--- src/rtl/ram_port_arbiter.sv ---
// ---------------------------------------------------------------------------
// ram_port_arbiter
//
// Shares one external single-port data RAM between NUM_REQ requesters
// (for example port 0 = load/store unit, port 1 = debug/DMA loader).
// Every access takes two states: IDLE arbitrates and latches the winning
// request into the RAM-facing registers, then ACCESS drives the RAM for
// exactly one cycle. The read data is captured at the end of ACCESS and
// returned with a one-cycle, one-hot ack.
//
// A port whose ack is high is left out of arbitration for that cycle. This
// lets a requester that keeps req asserted start its next transaction
// cleanly, and it also gives other ports a turn.
//
// Optional feature (compile-time macro RAM_ARB_FIXED_PRI_EN):
//   defined   : fixed priority, the lowest eligible index always wins and
//               no round-robin pointer exists.
//   undefined : round-robin, starting from port 0 after reset.
//
// Parameters:
//   NUM_REQ  number of requesters (2..4)
//   AW       RAM address width
//   DW       RAM data width
//
// Ports:
//   clk        system clock, all state changes on the rising edge
//   rst_n      asynchronous active-low reset
//   req        per-port request level
//   we_in      per-port write enable (1 = write, 0 = read)
//   addr_in    per-port address, port i at [i*AW +: AW]
//   wdata_in   per-port write data, port i at [i*DW +: DW]
//   ack        one-hot, one-cycle completion pulse
//   rdata      read data, valid while any ack bit is high
//   busy       high while in ACCESS
//   ram_addr   RAM address (registered)
//   ram_d      RAM write data (registered)
//   ram_we     RAM write enable (registered)
//   ram_q      RAM combinational read data
// ---------------------------------------------------------------------------
module ram_port_arbiter #(
  parameter int NUM_REQ = 2,
  parameter int AW      = 10,
  parameter int DW      = 32
) (
  input  logic                  clk,
  input  logic                  rst_n,
  input  logic [NUM_REQ-1:0]    req,
  input  logic [NUM_REQ-1:0]    we_in,
  input  logic [NUM_REQ*AW-1:0] addr_in,
  input  logic [NUM_REQ*DW-1:0] wdata_in,
  output logic [NUM_REQ-1:0]    ack,
  output logic [DW-1:0]         rdata,
  output logic                  busy,
  output logic [AW-1:0]         ram_addr,
  output logic [DW-1:0]         ram_d,
  output logic                  ram_we,
  input  logic [DW-1:0]         ram_q
);

  // Port index width; NUM_REQ is limited to 2..4.
  localparam int IW = (NUM_REQ > 2) ? 2 : 1;

  typedef enum logic {
    IDLE   = 1'b0,
    ACCESS = 1'b1
  } state_t;

  state_t state;
  state_t state_next;

  logic [AW-1:0] addr_arr  [NUM_REQ];
  logic [DW-1:0] wdata_arr [NUM_REQ];

  logic [NUM_REQ-1:0] eligible;
  logic               win_found;
  logic [IW-1:0]      win_idx;
  logic [IW-1:0]      gnt_idx;

  // Split the flat per-port buses into arrays so the winner's fields can be
  // picked with a plain index.
  for (genvar g = 0; g < NUM_REQ; g++) begin : g_unpack
    assign addr_arr[g]  = addr_in[g*AW +: AW];
    assign wdata_arr[g] = wdata_in[g*DW +: DW];
  end

  // A port being acked this cycle has its req still high from the finished
  // transaction, so it must not be re-granted on the same request.
  assign eligible = req & ~ack;

  assign busy = (state == ACCESS);

`ifdef RAM_ARB_FIXED_PRI_EN

  // Fixed priority: scan from the top down so the lowest eligible index is
  // the last assignment and therefore wins.
  always_comb begin
    win_found = 1'b0;
    win_idx   = '0;
    for (int k = NUM_REQ - 1; k >= 0; k--) begin
      if (eligible[k]) begin
        win_found = 1'b1;
        win_idx   = IW'(k);
      end
    end
  end

`else

  logic [IW-1:0] rr;
  logic [IW-1:0] rr_next;
  int            scan;

  // Round-robin: scan rr, rr+1, ... modulo NUM_REQ and take the first
  // eligible port. The wrap is done by subtraction so non-power-of-two
  // port counts work.
  always_comb begin
    win_found = 1'b0;
    win_idx   = '0;
    scan      = 0;
    for (int k = 0; k < NUM_REQ; k++) begin
      scan = int'(rr) + k;
      if (scan >= NUM_REQ) begin
        scan = scan - NUM_REQ;
      end
      if (!win_found && eligible[IW'(scan)]) begin
        win_found = 1'b1;
        win_idx   = IW'(scan);
      end
    end
  end

  // The pointer moves just past the winner so that port gets lowest
  // priority in the next arbitration.
  always_comb begin
    rr_next = rr;
    if (state == IDLE && win_found) begin
      if (int'(win_idx) == NUM_REQ - 1) begin
        rr_next = '0;
      end else begin
        rr_next = win_idx + 1'b1;
      end
    end
  end

  always_ff @(posedge clk or negedge rst_n) begin
    if (!rst_n) begin
      rr <= '0;
    end else begin
      rr <= rr_next;
    end
  end

`endif

  always_ff @(posedge clk or negedge rst_n) begin
    if (!rst_n) begin
      state <= IDLE;
    end else begin
      state <= state_next;
    end
  end

  // ACCESS always lasts exactly one cycle.
  always_comb begin
    state_next = state;
    case (state)
      IDLE:    if (win_found) state_next = ACCESS;
      ACCESS:  state_next = IDLE;
      default: state_next = IDLE;
    endcase
  end

  // RAM-facing registers, read-data capture and ack generation. The async
  // reset clears ram_we at once, so a reset during ACCESS suppresses the
  // write that would otherwise commit at the next edge. rdata is captured
  // for writes as well, which returns the contents before the write.
  // ram_addr and ram_d keep their last value while idle.
  always_ff @(posedge clk or negedge rst_n) begin
    if (!rst_n) begin
      ack      <= '0;
      rdata    <= '0;
      ram_addr <= '0;
      ram_d    <= '0;
      ram_we   <= 1'b0;
      gnt_idx  <= '0;
    end else begin
      ack <= '0;
      case (state)
        IDLE: begin
          if (win_found) begin
            ram_addr <= addr_arr[win_idx];
            ram_d    <= wdata_arr[win_idx];
            ram_we   <= we_in[win_idx];
            gnt_idx  <= win_idx;
          end else begin
            ram_we <= 1'b0;
          end
        end
        ACCESS: begin
          rdata        <= ram_q;
          ack[gnt_idx] <= 1'b1;
          ram_we       <= 1'b0;
        end
        default: begin
          ram_we <= 1'b0;
        end
      endcase
    end
  end

endmodule
--- config.mk ---
export PLATFORM = sky130hd
export DESIGN_NAME = ram_port_arbiter
export DESIGN_NICKNAME = d
export VERILOG_FILES = /design/src/rtl/ram_port_arbiter.sv
export SDC_FILE = /design/constraint.sdc
export NUM_CORES = 1
export LEC_CHECK = 0
export CORE_ASPECT_RATIO = 1.75
export CORE_UTILIZATION = 39
export DETAILED_ROUTE_END_ITERATION = 10
export GPL_ROUTABILITY_DRIVEN = 0
export PLACE_DENSITY = 0.79
export SYNTH_ARGS = -nofsm -noshare
export SYNTH_HDL_FRONTEND = slang
export SYNTH_SLANG_ARGS = --single-unit
export TNS_END_PERCENT = 20
--- constraint.sdc ---
create_clock -name clk -period 1.76 [get_ports clk]
set_input_delay 0.264 -clock clk [delete_from_list [all_inputs] [get_ports clk]]
set_output_delay 0.264 -clock clk [all_outputs]
set_load 0.05 [all_outputs]
==> results of run 1 <==
[worst max path at each step]
stage               slack, ns          end
global route            0.001    ram_d[20]
finish                   0.02    ram_d[20]
CTS                  0.000003    ram_d[15]
global placement         0.01     ram_d[1]
floorplan                0.06  ram_addr[0]
detailed placement      -0.03  ram_addr[9]
[cells in the final DEF, fill, tap and decap left out]
cell / count
mux2_4: 37
clkinv_2: 2
nor2b_1: 2
buf_12: 6
dfrtp_2: 1
mux2_2: 80
nor3b_4: 1
clkbuf_8: 2
mux2i_1: 1
clkinvlp_4: 1
dlymetal6s2s_1: 12
clkdlybuf4s50_1: 122
dlygate4sd2_1: 12
dfrtp_1: 79
dlygate4sd3_1: 1
buf_4: 55
and2_1: 1
clkbuf_16: 9
clkbuf_1: 1
xor2_1: 1
[layer usage]
layer	vias up	track usage (%)
met1	1257	20.5
met2	108	34.6
met5	-	0
met4	0	10.7
li1	1181	-
met3	27	3.99
[cells by family after synthesis]
| family | share of synthesized area, % |
|---|---|
| muxes | 39.8 |
| DFF | 54.4 |
| buffers and inverters | 4.72 |
| and+or+nand+nor | 0.849 |
| xor gates and xnor gates | 0.238 |
[state kept, by name, summed over array words and instances, names as in the netlist]
| name | cells |
|---|---|
| rdata | 32 |
| rr | 1 |
| ram_addr | 10 |
| busy | 1 |
| ram_we | 1 |
| gnt_idx | 1 |
| ack | 2 |
| ram_d | 32 |
[per-stage QoR]
stage	instance area [µm²]	std cells	power (mW)	utilization, %
5_1_grt	5960	546	12.1	65.5
2_1_floorplan	3680	217	7.98	-
3_5_place_dp	5660	530	10.2	62.2
4_1_cts	5930	546	11.8	65.2
6_report	5960	546	11.7	65.5
3_3_place_gp	5660	530	10.0	62.2
[repair_timing]
action | 4_1_cts | 5_1_grt
endpoints found under the hold margin | 24 | 0
resized for setup | 12 | 12
hold buffers | 1 | 0
endpoints found under the setup margin | 12 | 12
[final cells by class]
type	instances	area, µm²	area share (%)
clock buffers	12	256	4.30
repair buffers	208	2020	33.9
flip-flops and latches	80	2000	33.6
well taps	120	150	2.52
multi-input cells	123	1510	25.4
clock inverters	3	17.5	0.294
[report_power, final]
group          total (mW)  internal, mW  switching [mW]
sequential           3.14          2.67           0.468
clock                1.69          1.02           0.676
combinational        6.83          2.76            4.07
total                11.7          6.45            5.21
==> metrics.log, run 1 <==
[metrics] run status: completed
[metrics] TritonCTS Sinks: 80
[metrics] Core Area: 9090 µm²
[metrics] Setup WS post-layout: 0.0229 ns
[metrics] Primary FF master, synth: dfrtp_1
[metrics] Die ar.: 9850 µm²
[metrics] relative slew slack: 65.3%
[metrics] buffer and inverter count on the worst path: 1
[metrics] Post-CTS Setup Repair Bufs: 0
[metrics] wire length of the first global-routing pass: 13700 µm
[metrics] number of flip-flops and latches in the synthesized netlist: 80
[metrics] number of flops mapped to enable cells by yosys: 0
[metrics] number of buffers created by CTS: 9
[metrics] overall die height: 131 µm
[metrics] sequential-to-total area share from yosys stat: 54.4%
[metrics] source of the critical timing path: ram_d[20]
[metrics] number of gates on the worst path with buffers counted: 1
[metrics] number of diodes added for antenna fixing: 0
[metrics] detailed-routed wire length on met2: 5320 µm
[metrics] Port Buffer Count: 198
[metrics] WS Path Type: reg -> out
[metrics] layout net count: 544
[metrics] Yosys top cell by area: dfrtp_1
[metrics] DR WL/cell: 17.3 µm
[metrics] first-pass detailed-route iteration total: 2
[metrics] final count of negative-setup-slack endpoints: 0
[metrics] met3 wire len: 526 µm
[metrics] CTS tree: built
[metrics] average vias per placed instance: 4.71
[metrics] path class of the lowest-slack min-delay path: in -> async
[metrics] Crit path required time: 1.50 ns
[metrics] Max stage delay on crit path: 0.81 ns
[metrics] maximum number of pins on one net before global-route repair: 40
[metrics] Total Neg Setup Slack: 0 ns
[metrics] synthesized instance count: 217
[metrics] x dimension of the die: 75.5 µm
[metrics] antenna violations before repair: 0
[metrics] list of most frequent post-synthesis cells: dfrtp_1, mux2_2, mux2_4
[metrics] biggest fanout along the worst timing path: 2
[metrics] overall fraction of global-route tracks in use: 19.3%
[metrics] number of H-tree branching levels: 3
[metrics] critical register-to-register path endpoint: ram_addr[9]
[metrics] minimum setup slack after placement: -0.0288 ns
[metrics] max-cap viol count: 0
[metrics] share of synthesized registers carrying an async set or reset: 100%
[metrics] First DRT Iteration DRCs: 85
[metrics] Worst Hold Margin: 0.395 ns
[metrics] count of distinct cell types in the synthesized netlist: 11
[metrics] Slowest-stage cell, CP: clkdlybuf4s50_1
[metrics] count of warnings emitted by yosys: 0
[metrics] Crit path max-delay family: buffers and inverters
[metrics] total count of max-transition violations in the final report: 0
[metrics] via count of the first global-routing pass: 2710
[metrics] total global routing overflow: 0
[metrics] Cell Area, Synth: 3680 µm²
[metrics] Final ANT Viol Nets: 0
[metrics] final routed DRC violation total: 0
[metrics] worst-case reg-to-reg path depth: 3
[metrics] average instance area after synthesis: 17.0 µm²
[metrics] data arrival time at the worst-slack endpoint: 1.47 ns
[metrics] number of hold violations in the final report: 0
[metrics] critical-path cell list: clkdlybuf4s50_1
[metrics] number of ports placed on the die boundary: 200
[metrics] clk_lat worst skew: 0.32 ns
[metrics] estimated wirelength of the detail-placed design: 7340 µm
[metrics] aggregate routed wire length: 9460 µm
[metrics] maximum clock insertion buffer count: 2
[metrics] Root Buffer: clkbuf_16
[metrics] setup clock skew after layout: 0.00410 ns
[metrics] initial core utilization: 40.5%
[metrics] Synth Net Count: 339
[metrics] worst reg2reg startpoint: busy
[metrics] startpoint class of the critical path: flop
[metrics] total power divided by cell area: 1960 nW/µm²
[metrics] actual transition at the worst max-transition pin: 0.520 ns
[metrics] maximum vdd ir drop: 1.09 mV
[metrics] area growth from synthesis to final layout: 61.8%
[metrics] unrepaired setup endpoints after global routing: no
[metrics] share of final-layout standard cells stronger than drive strength 1: 45.5%
[metrics] Top Layer Used: met4
[metrics] category of the worst setup path capture point: primary output
[metrics] vias post-DR: 2573
[metrics] number of rows created at floorplan: 46
[metrics] Post-Route M1 WL: 3260 µm
[metrics] crit share post-route: 98.7%
[metrics] number of filler instances in the final layout: 749
[metrics] top area cells in the synthesized netlist: dfrtp_1, mux2_2, mux2_4
[metrics] Period minus WS final: 1.74 ns
[metrics] R2R Setup Slk: 0.29 ns
[metrics] standby leakage power: 2.71 nW
[metrics] share of the synthesized area in the top cell type: 54.4%
[metrics] clock-pin slew reported for the worst setup and hold paths after clock tree synthesis: 0.06 ns
[metrics] timing-limited maximum frequency: 576 MHz
No activity file was read; power rests on OpenSTA's default activity.
==> run 2: changes to the inputs <==
--- a/config.mk
+++ b/config.mk
@@ -5,12 +5,13 @@
 export SDC_FILE = /design/constraint.sdc
 export NUM_CORES = 1
 export LEC_CHECK = 0
+export ABC_AREA = 1
 export CORE_ASPECT_RATIO = 1.75
 export CORE_UTILIZATION = 39
 export DETAILED_ROUTE_END_ITERATION = 10
 export GPL_ROUTABILITY_DRIVEN = 0
-export PLACE_DENSITY = 0.79
+export PLACE_DENSITY = 0.8
 export SYNTH_ARGS = -nofsm -noshare
 export SYNTH_HDL_FRONTEND = slang
 export SYNTH_SLANG_ARGS = --single-unit
-export TNS_END_PERCENT = 20
+export TNS_END_PERCENT = 10
==> run 2 against run 1 <==
Final area down 2.3%. Critical path type unchanged. Sequential share of layout area increased by 0.77 points. Global-route usage is 4.0 points higher. First-iteration DRC count is 120% higher. Sequential power fell by 4%. Wire length rose by 16%. Largest power group unchanged. Power fell by 7.5%. Synthesized area shrank 3.4%. Clock-buffer cell count decreased by 1. Worst setup slack gained 0.017 ns. Critical endpoint is now rdata[30]. Clock power rose by 11%.
==> metrics.log, run 2 <==
[metrics] total power divided by cell area: 1850 nW/µm²
[metrics] share of synthesized registers carrying an async set or reset: 100%
[metrics] largest family of logic cells by synthesized area: simple AND/OR/NAND/NOR gates
[metrics] Primary FF master, synth: dfrtp_1
[metrics] relative slew slack: 65.6%
[metrics] data arrival time at the worst-slack endpoint: 1.46 ns
[metrics] Port Buffer Count: 198
[metrics] global routing usage on met1: 26.6%
[metrics] DR WL/cell: 15.7 µm
[metrics] first-pass detailed-route iteration total: 4
[metrics] TritonCTS Sinks: 80
[metrics] mux contribution to synthesized area: 0%
[metrics] minimum setup slack after placement: 0.305 ns
[metrics] timing-limited maximum frequency: 582 MHz
[metrics] Crit path required time: 1.50 ns
[metrics] biggest fanout along the worst timing path: 2
[metrics] wire length of the first global-routing pass: 17100 µm
[metrics] count of distinct cell types in the synthesized netlist: 15
[metrics] number of hold violations in the final report: 0
[metrics] post-synthesis adder-cell area fraction: 0%
[metrics] Sequential Power Share: 27.9%
[metrics] sequential-to-total area share from yosys stat: 56.3%
[metrics] Yosys top cell by area: dfrtp_1
[metrics] setup clock skew after layout: 0.00748 ns
[metrics] area share of and/or/nand/nor cells after synthesis: 37.1%
[metrics] Root Buffer: clkbuf_16
[metrics] Die ar.: 9520 µm²
[metrics] Crit path max-delay family: buffers and inverters
[metrics] Max stage delay on crit path: 0.80 ns
[metrics] run status: completed
[metrics] crit share post-route: 97.7%
[metrics] category of the worst setup path capture point: primary output
[metrics] standby leakage power: 2.91 nW
[metrics] maximum number of pins on one net before global-route repair: 86
[metrics] most common library cell in the layout ignoring fill and taps: nand2_1
[metrics] final cell count without fillers: 702
[metrics] synthesized instance count: 400
[metrics] overall fraction of global-route tracks in use: 23.3%
[metrics] net switching power of the design: 5.30 mW
[metrics] maximum vdd ir drop: 0.904 mV
[metrics] fraction of synthesized cell area in xor and xnor cells: 0.246%
[metrics] Setup WS post-layout: 0.0403 ns
[metrics] aggregate routed wire length: 11000 µm
[metrics] number of diodes added for antenna fixing: 0
[metrics] Post-CTS Setup Repair Bufs: 0
[metrics] Final ANT Viol Nets: 0
[metrics] Internal Dissipation: 5.50 mW
[metrics] initial core utilization: 40.5%
[metrics] leading cell types in the layout, fill and taps excluded: nand2_1, clkdlybuf4s50_1, nand4_1
[metrics] final routed DRC violation total: 0
[metrics] share of final-layout standard cells stronger than drive strength 1: 12.8%
[metrics] overall die height: 128 µm
[metrics] list of most frequent post-synthesis cells: nand2_1, nand4_1, dfrtp_1
[metrics] Cell Area, Synth: 3560 µm²
[metrics] number of ports placed on the die boundary: 200
[metrics] x dimension of the die: 74.2 µm
[metrics] Slowest-stage cell, CP: clkdlybuf4s50_1
[metrics] startpoint class of the critical path: flop
[metrics] net switching fraction of the power: 49.1%
[metrics] number of H-tree branching levels: 3
[metrics] unrepaired setup endpoints after global routing: no
[metrics] CTS tree: built
[metrics] maximum clock insertion buffer count: 2
[metrics] average vias per placed instance: 5.17
[metrics] clock power share: 17.4%
[metrics] max-cap viol count: 0
[metrics] most frequently used cell type in the post-synthesis netlist: nand2_1
[metrics] number of flops mapped to enable cells by yosys: 0
[metrics] total global routing overflow: 0
[metrics] Core Area: 8780 µm²
[metrics] global-route met2 utilization: 41.5%
[metrics] estimated wirelength of the detail-placed design: 7580 µm
[metrics] vias post-DR: 3628
[metrics] actual transition at the worst max-transition pin: 0.515 ns
[metrics] number of buffers created by CTS: 9
[metrics] First DRT Iteration DRCs: 191
[metrics] total placed cells including tap cells: 685
[metrics] share of the synthesized area in the top cell type: 56.3%
[metrics] routing usage on met3: 4.93%
[metrics] Total Neg Setup Slack: 0 ns
[metrics] compound-gate portion of the synthesized area: 0%
[metrics] top area cells in the synthesized netlist: dfrtp_1, nand2_1, nand4_1
[metrics] Synth Net Count: 522
[metrics] number of flip-flops and latches in the synthesized netlist: 80
[metrics] count of warnings emitted by yosys: 0
[metrics] antenna violations before repair: 0
[metrics] buffer and inverter count on the worst path: 1
[metrics] biggest regs: ram_d (32), rdata (32), ram_addr (10)
[metrics] critical-path cell list: clkdlybuf4s50_1
[metrics] clk_lat worst skew: 0.33 ns
[metrics] combinational share of power: 54.8%
[metrics] layout net count: 702
[metrics] WS Path Type: reg -> out
[metrics] total count of max-transition violations in the final report: 0
[metrics] final count of negative-setup-slack endpoints: 0
[metrics] path class of the lowest-slack min-delay path: reg -> reg
[metrics] clock-pin slew reported for the worst setup and hold paths after clock tree synthesis: 0.05 ns
[metrics] Worst Hold Margin: 0.458 ns
[metrics] area growth from synthesis to final layout: 63.7%
[metrics] average instance area after synthesis: 8.89 µm²
[metrics] number of rows created at floorplan: 45
[metrics] via count of the first global-routing pass: 3615
[metrics] Most Crowded Layer GR: met2
[metrics] Period minus WS final: 1.72 ns
run 2: cell type report:
| type | count | area [µm²] |
|---|---|---|
| clock buffers | 11 | 253 |
| clock inverters | 5 | 55.1 |
| fillers | 735 | 2960 |
| inverters | 4 | 15.0 |
| multi-input cells | 277 | 1330 |
| flip-flops and latches | 80 | 2000 |
| well taps | 117 | 146 |
| repair buffers | 208 | 2020 |
run 2: timing repair:
item | CTS | global route
setup endpoints to repair | 14 | 16
hold buffers | 1 | 0
hold endpoints to repair | 80 | 0
gates resized for setup | 14 | 16
run 2: path summary, 6_finish.rpt:
| kind | from | to | slack, ns | cells past startpoint |
|---|---|---|---|---|
| hold reg to reg | gnt_idx | ack[0] | 0.46 | 1 |
| hold / removal | gnt_idx | ack[0] | 0.46 | 1 |
| setup / recovery | rdata[30] | rdata[30] | 0.04 | 1 |
| setup reg to reg | busy | rdata[5] | 0.29 | 5 |
| min in group asynchronous | rst_n | ram_addr[7] | 0.49 | 3 |
| max in group asynchronous | rst_n | ram_d[26] | 0.92 | 3 |
run 2: cells by family (layout without fill, tap and decap cells):
family | after synthesis | count (layout)
flops | 80 | 80
xor+xnor | 1 | 1
simple gates | 276 | 276
buf+inv | 43 | 228
run 2: metal layers:
| metal | wire (µm) | part of all wire, % |
|---|---|---|
| met5 | 0 | 0 |
| met4 | 265 | 2.4 |
| met3 | 624 | 5.7 |
| met2 | 5880 | 53 |
| met1 | 4220 | 38 |
run 2: power by group through the flow:
| stage | registers, mW | clock network, mW | logic (mW) |
|---|---|---|---|
| 6_report | 3.01 | 1.87 | 5.91 |
| 5_1_grt | 3.09 | 1.99 | 6.22 |
| 4_1_cts | 3.01 | 1.92 | 5.95 |
| 3_5_place_dp | 3.03 | 0 | 6.04 |
| 3_3_place_gp | 3.00 | 0 | 5.94 |
| 2_1_floorplan | 5.56 | 0 | 1.43 |
run 2: stage by stage:
| stage | cell area (µm²) | total power, mW | util (%) |
|---|---|---|---|
| 2_1_floorplan | 3560 | 6.98 | - |
| 3_3_place_gp | 5480 | 8.94 | 62.4 |
| 3_5_place_dp | 5480 | 9.07 | 62.4 |
| 4_1_cts | 5780 | 10.9 | 65.8 |
| 5_1_grt | 5820 | 11.3 | 66.3 |
| 6_report | 5820 | 10.8 | 66.3 |
==> run 3: changes to the inputs <==
--- a/config.mk
+++ b/config.mk
@@ -7,10 +7,10 @@
 export LEC_CHECK = 0
 export ABC_AREA = 1
 export CORE_ASPECT_RATIO = 1.75
-export CORE_UTILIZATION = 39
+export CORE_UTILIZATION = 25
+export CTS_CLUSTER_DIAMETER = 30
 export DETAILED_ROUTE_END_ITERATION = 10
 export GPL_ROUTABILITY_DRIVEN = 0
-export PLACE_DENSITY = 0.8
 export SYNTH_ARGS = -nofsm -noshare
 export SYNTH_HDL_FRONTEND = slang
 export SYNTH_SLANG_ARGS = --single-unit
==> run 3 against run 2 <==
Final cell count up 8.8%. Via count decreased by 0.44%. Power about the same. Critical path type unchanged. Largest cell class unchanged.
==> metrics.log, run 3 (synthesis results as in run 2) <==
[metrics] run status: completed
[metrics] critical-path cell list: clkdlybuf4s50_1
[metrics] number of ports placed on the die boundary: 200
[metrics] clock-pin slew reported for the worst setup and hold paths after clock tree synthesis: 0.06 ns
[metrics] Root Buffer: clkbuf_16
[metrics] number of gates on the worst path with buffers counted: 1
[metrics] startpoint class of the critical path: flop
[metrics] category of the worst setup path capture point: primary output
[metrics] standby leakage power: 2.90 nW
[metrics] minimum setup slack after placement: 0.208 ns
[metrics] unrepaired setup endpoints after global routing: yes
[metrics] vias post-DR: 3612
[metrics] buffer and inverter count on the worst path: 1
[metrics] number of hold violations in the final report: 0
[metrics] Setup WS post-layout: 0.0595 ns
[metrics] worst-case reg-to-reg path depth: 3
[metrics] data arrival time at the worst-slack endpoint: 1.44 ns
[metrics] number of filler instances in the final layout: 1381
[metrics] First DRT Iteration DRCs: 197
[metrics] critical register-to-register path endpoint: rdata[13]
[metrics] share of final-layout standard cells stronger than drive strength 1: 14.5%
[metrics] CTS tree: built
[metrics] TritonCTS Sinks: 80
[metrics] maximum number of pins on one net before global-route repair: 86
[metrics] most common library cell in the layout ignoring fill and taps: nand2_1
[metrics] aggregate routed wire length: 11400 µm
[metrics] Core Area: 13900 µm²
[metrics] DR WL/cell: 14.9 µm
[metrics] initial core utilization: 25.6%
[metrics] total power divided by cell area: 1830 nW/µm²
[metrics] overall die height: 160 µm
[metrics] Slowest-stage cell, CP: clkdlybuf4s50_1
[metrics] Die ar.: 14700 µm²
[metrics] leading cell types in the layout, fill and taps excluded: nand2_1, clkdlybuf4s50_1, nand4_1
[metrics] average vias per placed instance: 4.73
[metrics] number of diodes added for antenna fixing: 0
[metrics] number of buffers created by CTS: 9
[metrics] maximum vdd ir drop: 0.819 mV
[metrics] crit share post-route: 96.6%
[metrics] Period minus WS final: 1.70 ns
[metrics] total count of max-transition violations in the final report: 0
[metrics] wire length of the first global-routing pass: 18100 µm
[metrics] x dimension of the die: 92.2 µm
[metrics] biggest fanout along the worst timing path: 1
[metrics] area growth from synthesis to final layout: 65.5%
[metrics] max-cap viol count: 0
[metrics] maximum clock insertion buffer count: 2
[metrics] Worst Hold Margin: 0.326 ns
[metrics] estimated wirelength of the detail-placed design: 8220 µm
[metrics] number of H-tree branching levels: 3
[metrics] final count of negative-setup-slack endpoints: 0
[metrics] biggest regs: ram_d (32), rdata (32), ram_addr (10)
[metrics] relative slew slack: 34.8%
[metrics] source of the critical timing path: ram_we
[metrics] Port Buffer Count: 198
[metrics] layout net count: 704
[metrics] path class of the lowest-slack min-delay path: in -> async
[metrics] actual transition at the worst max-transition pin: 0.977 ns
[metrics] setup clock skew after layout: 0.00831 ns
[metrics] total global routing overflow: 0
[metrics] Crit path max-delay family: buffers and inverters
[metrics] Post-CTS Setup Repair Bufs: 0
[metrics] clk_lat worst skew: 0.33 ns
[metrics] timing-limited maximum frequency: 588 MHz
[metrics] Max stage delay on crit path: 0.79 ns
[metrics] WS Path Type: reg -> out
[metrics] antenna violations before repair: 1
[metrics] R2R Setup Slk: 0.24 ns
[metrics] final routed DRC violation total: 0
[metrics] capture point of the worst path: ram_we
[metrics] Crit path required time: 1.50 ns
[metrics] Final ANT Viol Nets: 0
[metrics] number of rows created at floorplan: 57
[metrics] worst reg2reg startpoint: busy
[metrics] first-pass detailed-route iteration total: 7
[metrics] via count of the first global-routing pass: 3617
[metrics] overall fraction of global-route tracks in use: 15.7%
==> run 3: power breakdown <==
group / total [mW] / internal [mW] / switching [mW] / leakage (nW)
Clock: 1.82 / 1.10 / 0.716 / 0.143
Combinational: 5.94 / 1.79 / 4.15 / 1.77
Sequential: 3.03 / 2.59 / 0.437 / 0.988
==> run 3: per-stage QoR <==
stage | utilization, % | total power, mW | area, µm² | cells | setup TNS (ns)
finish | 42.3 | 10.8 | 5890 | 764 | 0
global route | 42.3 | 11.4 | 5890 | 764 | -0.00966
CTS | 42.1 | 11.0 | 5850 | 764 | 0
detailed placement | 40.0 | 9.11 | 5560 | 747 | 0
global placement | 40.0 | 9.04 | 5560 | 747 | 0
floorplan | - | 6.98 | 3560 | 400 | 0
==> run 3: cell type report <==
cell class	instances	area [µm²]	share of cell area, %
Tap cell	177	221	3.76
Multi-Input combinational cell	277	1330	22.6
Inverter	4	15.0	0.255
Clock inverter	5	57.6	0.978
Sequential cell	80	2000	34.0
Timing Repair Buffer	210	2030	34.5
Clock buffer	11	233	3.95
==> run 3: worst min path at each step <==
stage / endpoint / startpoint
3_3_place_gp: rdata[28] / rst_n
6_report: rdata[1] / rst_n
5_1_grt: rdata[29] / rst_n
3_5_place_dp: rdata[29] / rst_n
4_1_cts: rdata[1] / rst_n
2_1_floorplan: ack[0] / rst_n
==> run 3: routing by layer <==
layer	vias up	routed length, µm	track usage (%)	part of all wire (%)
met5	-	13	0	0.11
met4	2	304	6.96	2.7
met3	20	580	3.00	5.1
met2	135	6200	28.4	55
met1	1710	4270	17.5	38
li1	1745	-	-	-
==> run 3: timing repair <==
| item | in CTS | in global routing |
|---|---|---|
| endpoints found under the setup margin | 8 | 15 |
| hold buffers | 1 | 0 |
| hold endpoints to repair | 11 | 0 |
| pin swaps | 0 | 0 |
| gates resized for setup | 8 | 14 |
